<file path="src/rtl/spi_slave.sv">
// ============================================================================
// Module   : spi_slave
// Brief    : Oversampled SPI peripheral, one byte in/out per 8 SCLK cycles.
// Revision : 1.0  initial release
// ============================================================================
`default_nettype none

module spi_slave #(
    parameter int SYNC_STAGES = 2
) (
    input  logic       clk,
    input  logic       reset,
    input  logic       cpol,
    input  logic       cpha,
    input  logic [7:0] tx_data,
    output logic       tx_load,
    output logic [7:0] rx_data,
    output logic       done,
    output logic       busy,
    input  logic       SCLK,
    input  logic       MOSI,
    input  logic       SS_n,
    output logic       MISO
);

    localparam logic [0:0] ST_IDLE   = 1'b0;
    localparam logic [0:0] ST_ACTIVE = 1'b1;

    logic [SYNC_STAGES-1:0] r_sclk_sync;
    logic [SYNC_STAGES-1:0] r_mosi_sync;
    logic [SYNC_STAGES-1:0] r_ss_sync;
    logic                   r_sclk_d;

    logic [0:0] r_state;
    logic [0:0] w_next_state;
    logic [3:0] r_bit_cnt;
    logic [6:0] r_rx_shift;
    logic [7:0] r_tx_shift;
    logic [7:0] r_rx_data;
    logic       r_done;
    logic       r_tx_load;

    logic w_sclk_s, w_mosi_s, w_ss_s;
    logic w_toggle, w_lead, w_trail, w_sample, w_shift;
    logic w_busy, w_miso;

    always_ff @(posedge clk or posedge reset) begin
        if (reset) begin
            r_sclk_sync <= '0;
            r_mosi_sync <= '0;
            r_ss_sync   <= '0;
            r_sclk_d    <= 1'b0;
        end else begin
            r_sclk_sync <= {r_sclk_sync[SYNC_STAGES-2:0], SCLK};
            r_mosi_sync <= {r_mosi_sync[SYNC_STAGES-2:0], MOSI};
            r_ss_sync   <= {r_ss_sync[SYNC_STAGES-2:0], SS_n};
            r_sclk_d    <= w_sclk_s;
        end
    end

    assign w_sclk_s = r_sclk_sync[SYNC_STAGES-1];
    assign w_mosi_s = r_mosi_sync[SYNC_STAGES-1];
    assign w_ss_s   = r_ss_sync[SYNC_STAGES-1];

    // Leading edge moves SCLK away from its idle level, trailing edge returns it.
    assign w_toggle = (w_sclk_s != r_sclk_d);
    assign w_lead   = w_toggle && (w_sclk_s != cpol);
    assign w_trail  = w_toggle && (w_sclk_s == cpol);
    assign w_sample = cpha ? w_trail : w_lead;
    assign w_shift  = cpha ? w_lead  : w_trail;

    // State register
    always_ff @(posedge clk or posedge reset) begin
        if (reset) begin
            r_state <= ST_IDLE;
        end else begin
            r_state <= w_next_state;
        end
    end

    // Next-state logic
    always_comb begin
        w_next_state = r_state;
        case (r_state)
            ST_IDLE:   if (!w_ss_s) w_next_state = ST_ACTIVE;
            ST_ACTIVE: if (w_ss_s)  w_next_state = ST_IDLE;
            default:   w_next_state = ST_IDLE;
        endcase
    end

    // Output logic
    always_comb begin
        w_busy = (r_state == ST_ACTIVE);
        w_miso = w_busy ? r_tx_shift[7] : 1'b0;
    end

    // A completing sample is honoured even when deselect arrives in the same cycle.
    always_ff @(posedge clk or posedge reset) begin
        if (reset) begin
            r_bit_cnt  <= 4'd0;
            r_rx_shift <= 7'd0;
            r_tx_shift <= 8'd0;
            r_rx_data  <= 8'd0;
            r_done     <= 1'b0;
            r_tx_load  <= 1'b0;
        end else begin
            r_done    <= 1'b0;
            r_tx_load <= 1'b0;
            if (r_state == ST_IDLE) begin
                r_bit_cnt <= 4'd0;
                if (!w_ss_s) begin
                    r_tx_shift <= tx_data;
                    r_tx_load  <= 1'b1;
                end
            end else if (w_sample) begin
                r_rx_shift <= {r_rx_shift[5:0], w_mosi_s};
                if (r_bit_cnt == 4'd7) begin
                    r_rx_data  <= {r_rx_shift, w_mosi_s};
                    r_done     <= 1'b1;
                    r_bit_cnt  <= 4'd0;
                    r_tx_shift <= tx_data;
                    r_tx_load  <= 1'b1;
                end else begin
                    r_bit_cnt <= r_bit_cnt + 4'd1;
                end
            end else if (w_shift && (r_bit_cnt != 4'd0)) begin
                r_tx_shift <= {r_tx_shift[6:0], 1'b0};
            end
        end
    end

    assign tx_load = r_tx_load;
    assign rx_data = r_rx_data;
    assign done    = r_done;
    assign busy    = w_busy;
    assign MISO    = w_miso;

endmodule

`default_nettype wire

</file>
<file path="config.mk">
export PLATFORM = sky130hd
export DESIGN_NAME = spi_slave
export DESIGN_NICKNAME = d
export VERILOG_FILES = /design/src/rtl/spi_slave.sv
export SDC_FILE = /design/constraint.sdc
export NUM_CORES = 1
export LEC_CHECK = 0
export BUFFER_PORTS_ARGS = -buffer_cell sky130_fd_sc_hd__buf_2
export CELL_PAD_IN_SITES_DETAIL_PLACEMENT = 1
export CELL_PAD_IN_SITES_GLOBAL_PLACEMENT = 1
export CORE_ASPECT_RATIO = 1.5
export CORE_MARGIN = 4
export CORE_UTILIZATION = 30
export CTS_CLUSTER_SIZE = 12
export DETAILED_ROUTE_END_ITERATION = 12
export PLACE_DENSITY = 0.53
export SETUP_SLACK_MARGIN = 0.3
export SKIP_CTS_REPAIR_TIMING = 1
export SLEW_MARGIN = 15
export SYNTH_ARGS = -nofsm -noshare
export SYNTH_HDL_FRONTEND = slang
export SYNTH_SLANG_ARGS = --single-unit
</file>
<file path="constraint.sdc">
create_clock -name clk -period 2.5 [get_ports clk]
set_input_delay 0.125 -clock clk [delete_from_list [all_inputs] [get_ports clk]]
set_output_delay 0.125 -clock clk [all_outputs]
set_load 0.02 [all_outputs]
</file>
# Word-level counts from Yosys, hierarchy flattened
# Index checks and enable logic that the tools add are counted.
dict set report classes {
  add_sub_neg 1
  n_eq_ne 8
  mux 16
  n_reduce_logical 7
}
# op count
set op_table {}
lappend op_table {{two-way mux 8 bit} 5}
lappend op_table {{two-way mux 4 bit} 3}
lappend op_table {{two-way mux 1 bit} 8}
lappend op_table {{AND reduction 3 bit} 2}
lappend op_table {{adder 4 x 1 -> 4 bit, second input constant} 1}
lappend op_table {{equality test 4 x 3 -> 1 bit, second input constant} 1}
lappend op_table {{!= test 2 x 1 -> 1 bit, second input constant} 2}
lappend op_table {{nonzero test 4 bit} 1}
lappend op_table {{logical AND 1 bit} 3}
lappend op_table {{!= test 3 x 1 -> 1 bit, second input constant} 1}
lappend op_table {{!= test 3 x 2 -> 1 bit, second input constant} 1}
lappend op_table {{!= test 1 bit} 2}
lappend op_table {{AND reduction 2 bit} 1}
lappend op_table {{equality test 1 bit} 1}
dict set report word_totals {
  reg_bits 37
  in_bits 15
  word_cells 43
}

# Longest topological paths before layout
dict set report logic_depth {
  word_depth 7
  depth_mapped 7
  mapped_depth_nobuf 6
}

# Worst setup path before layout
# No wires, ideal clock.
dict set report synth_timing {
  path_kind {flip-flop to flip-flop}
  start {reg r_sclk_sync[1]}
  end {reg r_tx_shift[2]}
  arrival_ps 1682
  path_slack_ps 693
  path_stages_with_launch 7
  path_buffers 1
  synth_period_minus_slack_ps 1807
  path_cell_list {dfrtp_1 -> nand2b_1 -> mux2i_2 -> or2_1 -> buf_6 -> mux2_2 -> mux2_2}
}
dict set report synth_between {
  elab_chain_len 6
  word_cells_on_any_way 13
}
# item line_no
set synth_lines {}
lappend synth_lines {{start: declaration} 29} ;# logic [SYNC_STAGES-1:0] r_sclk_sync;
lappend synth_lines {{start signal: assignment} 54} ;# r_sclk_sync <= {r_sclk_sync[SYNC_STAGES-2:0], SCLK};
lappend synth_lines {{!= test 1 bit (tied with other cells)} 66} ;# assign w_toggle = (w_sclk_s != r_sclk_d);
lappend synth_lines {{logical AND 1 bit, on equally long branches} {68, 67}}
lappend synth_lines {{two-way mux 1 bit} 70} ;# assign w_shift = cpha ? w_lead : w_trail;
lappend synth_lines {{logical AND 1 bit} 126} ;# end else if (w_shift && (r_bit_cnt != 4'd0)) begin
lappend synth_lines {{!= test 3 x 1 -> 1 bit (no line)} -}
lappend synth_lines {{AND reduction 3 bit (no line)} -}
lappend synth_lines {{end signal: assignment} 112} ;# r_tx_shift <= tx_data;
lappend synth_lines {{end signal: assignment} 121} ;# r_tx_shift <= tx_data;
lappend synth_lines {{end signal: assignment} 127} ;# r_tx_shift <= {r_tx_shift[6:0], 1'b0};
lappend synth_lines {{end: declaration} 38} ;# logic [7:0] r_tx_shift;
# Parallel ways exist; a longest one is shown, timed or not.
# A chain may end at the register's enable or synchronous reset.

# Worst setup path after layout
dict set report layout_timing {
  start {reg r_sclk_sync[1]}
  end {reg r_tx_shift[5]}
}
# Same word-level chain as after synthesis.

==> reports/metrics.cfg <==
[status]
outcome=complete, but fails checks
violations=negative hold slack

[route]
vias=927
wl_mm=2.84
antenna_left=0
viasPerCell=4.33
drc_errors=0
wire_per_inst_um=13.2
drt_pre_antenna_iters=2
drtIter0Drc=19

[sta]
skew_ps=7.91
worst_pin_slew_ps=741
holdWs_ps=-47.2
fmax_mhz=535
hold_viol=19
relSlewSlack_pct=50.6
finalCritPeriodShare_pct=74.8
rsz0062_at_grt=no
setup_viol=0
fin_crit_ps=1870
slew_violations=0
fin_tns_setup_ps=0

[power]
p_int_mw=1.06
p_leak_nw=0.931
clockPowerShare_pct=33.2
peakVddDrop_mv=0.319
switching_share_pct=24.5
power_frac_comb_pct=13.4
power_mw=1.40
pwr-share-seq_pct=53.5
p_sw_mw=0.344
power.density_nw_per_um2=752

[final_layout]
area_growth_pct=22.6
final_cell_mix=dfrtp_1 (37), mux2_2 (28), buf_2 (26)
register_area_sq_um=926
final_layout_size_suffix_gt1_share_pct=45.9
antenna_cells=0
layout_commonest_cell=dfrtp_1
fillCellCount=547
finalNetCount=164
multi_input_area_sq_um=543

[floorplan]
rows=31
die_y_um=95.2
core_sq_um=4890
die_w_um=66.1
start_util_pct=31.1
dieArea_sq_um=6300
io_pins=27

[synth]
ys_ff_latch=37
syn-num-nets=129
synth.avg_cell_area_sq_um=13.6
synthDistinctLibCells=22
seq_area_frac_synth_pct=60.9
ys.warnings.count=0
netlist_area_sq_um=1520
syn_inst=112

[critical_path]
worstPathMaxFanout=8
crit_type=flip-flop to flip-flop
cp.arrival_ps=2040
crit_start=r_sclk_sync[1]
crit_required_ps=2670
reg2reg_from=r_sclk_sync[1]
crit_path_start_kind=flip-flop
cp-end-kind=flip-flop

[min_path]
hold_class=input port to asynchronous set/reset pin

[global_route]
track_usage_pct=10.0
use_met2_pct=17.1
grtUsageMet3_pct=4.01
busiest_layer=met2
grt_first_pass_wirelength_mm=4.63
antenna_found_initial=0
grt_max_degree=21
grt_use_met1_pct=10.7
gr-total-overflow=0
grt_pass1_vias=1009

[clocking]
cts_tree=done
cts_max_level=2
clk_path_buf_depth=2
cts_sinks=37
cts_buffers=5
clk_latency_ps=290
clock-root-buffer=clkbuf_8
clk_pin_slew_worst_paths_ps=80

[placement]
gp_congestion=0.711
portBuffers=26
place_hpwl_mm=2.13

[flow_run]
maxCapViolations=0

==> synth_stat cells <==
| master | instances | area (sq um) |
|---|---|---|
| xor2_2 | 1 | 16.3 |
| dfrtp_1 | 37 | 926 |
| nand3_1 | 2 | 10.0 |
| nand2b_1 | 2 | 12.5 |
| o211a_1 | 1 | 10.0 |
| mux2i_2 | 1 | 13.8 |
| o21ai_0 | 3 | 15.0 |
| nand2_1 | 5 | 18.8 |
| or2_1 | 1 | 6.26 |
| ha_1 | 2 | 25.0 |
| nand4_1 | 1 | 6.26 |
| and2_1 | 1 | 6.26 |
| or3_1 | 1 | 6.26 |
| inv_1 | 7 | 26.3 |
| nor2_1 | 8 | 30.0 |
| xor2_1 | 1 | 8.76 |
| and2_2 | 1 | 7.51 |
| mux2i_1 | 2 | 20.0 |
| mux2_2 | 28 | 315 |
| buf_2 | 3 | 15.0 |
| buf_6 | 1 | 11.3 |
| a21oi_1 | 3 | 15.0 |
==> per-stage QoR <==
stage	cells	util (%)	worst slack, ps	hold slack, ps	cell area [sq um]
3_5_place_dp	203	35.4	591	235	1730
2_1_floorplan	112	-	693	156	1520
5_1_grt	214	38.2	541	16.1	1870
4_1_cts	211	37.6	603	-71.2	1840
3_3_place_gp	203	35.4	651	235	1730
6_report	214	38.2	630	-47.2	1870
==> flip-flops by register name, indices dropped and copies added, names as in the netlist <==
register and cells:
r_rx_shift 7, r_bit_cnt 4, r_mosi_sync 2, done 1, rx_data 8, r_sclk_d 1
r_ss_sync 2, r_tx_shift 8, tx_load 1, r_sclk_sync 2, busy 1
==> cell type report <==
cell class | instances | share of cell area, %
inverters | 7 | 1.41
flip-flops and latches | 37 | 49.6
well taps | 66 | 4.43
repair buffers | 32 | 9.79
clock buffers | 7 | 5.16
multi-input cells | 64 | 29.1
clock inverters | 1 | 0.469
==> routing by layer <==
metal | share of wire, % | vias to the layer above
li1 | - | 440
met1 | 40 | 456
met2 | 52 | 27
met3 | 6.6 | 4
met4 | 1.4 | 0
met5 | 0 | -
==> kinds of logic after synthesis <==
kind of cell / Yosys count / synth area share, %
flops: 37 / 60.9
mux: 31 / 22.9
simple gates: 22 / 6.83
buf+inv: 11 / 3.45
compound gates: 7 / 2.63
xor+xnor: 2 / 1.65
fa+ha+maj: 2 / 1.64
==> path summary, 6_finish.rpt <==
path                                        to  slack [ps]  cells after the start
worst min-delay path            r_mosi_sync[1]         -50                      2
max in group asynchronous        r_tx_shift[1]        1820                      3
worst max register to register   r_tx_shift[5]         630                      5
worst max-delay path             r_tx_shift[5]         630                      5
min in group clk                 r_tx_shift[0]          90                      3
worst min register to register  r_sclk_sync[1]         350                      0
==> worst max-delay path, cell delays in order, from the launching register on <==
cell and delay (ps):
dfrtp_1 390, nand2b_1 170, mux2i_2 230, or2_1 310
mux2_2 380, mux2_2 260
==> power groups by stage <==
| stage | logic (mW) | registers, mW | clock network (mW) |
|---|---|---|---|
| detailed placement | 0.188 | 0.766 | 0 |
| CTS | 0.190 | 0.753 | 0.482 |
| floorplan | 0.148 | 0.741 | 0 |
| finish | 0.187 | 0.750 | 0.465 |
| global route | 0.210 | 0.765 | 0.512 |
| global placement | 0.179 | 0.760 | 0 |
Note: power is estimated with default switching activity, not from simulation.
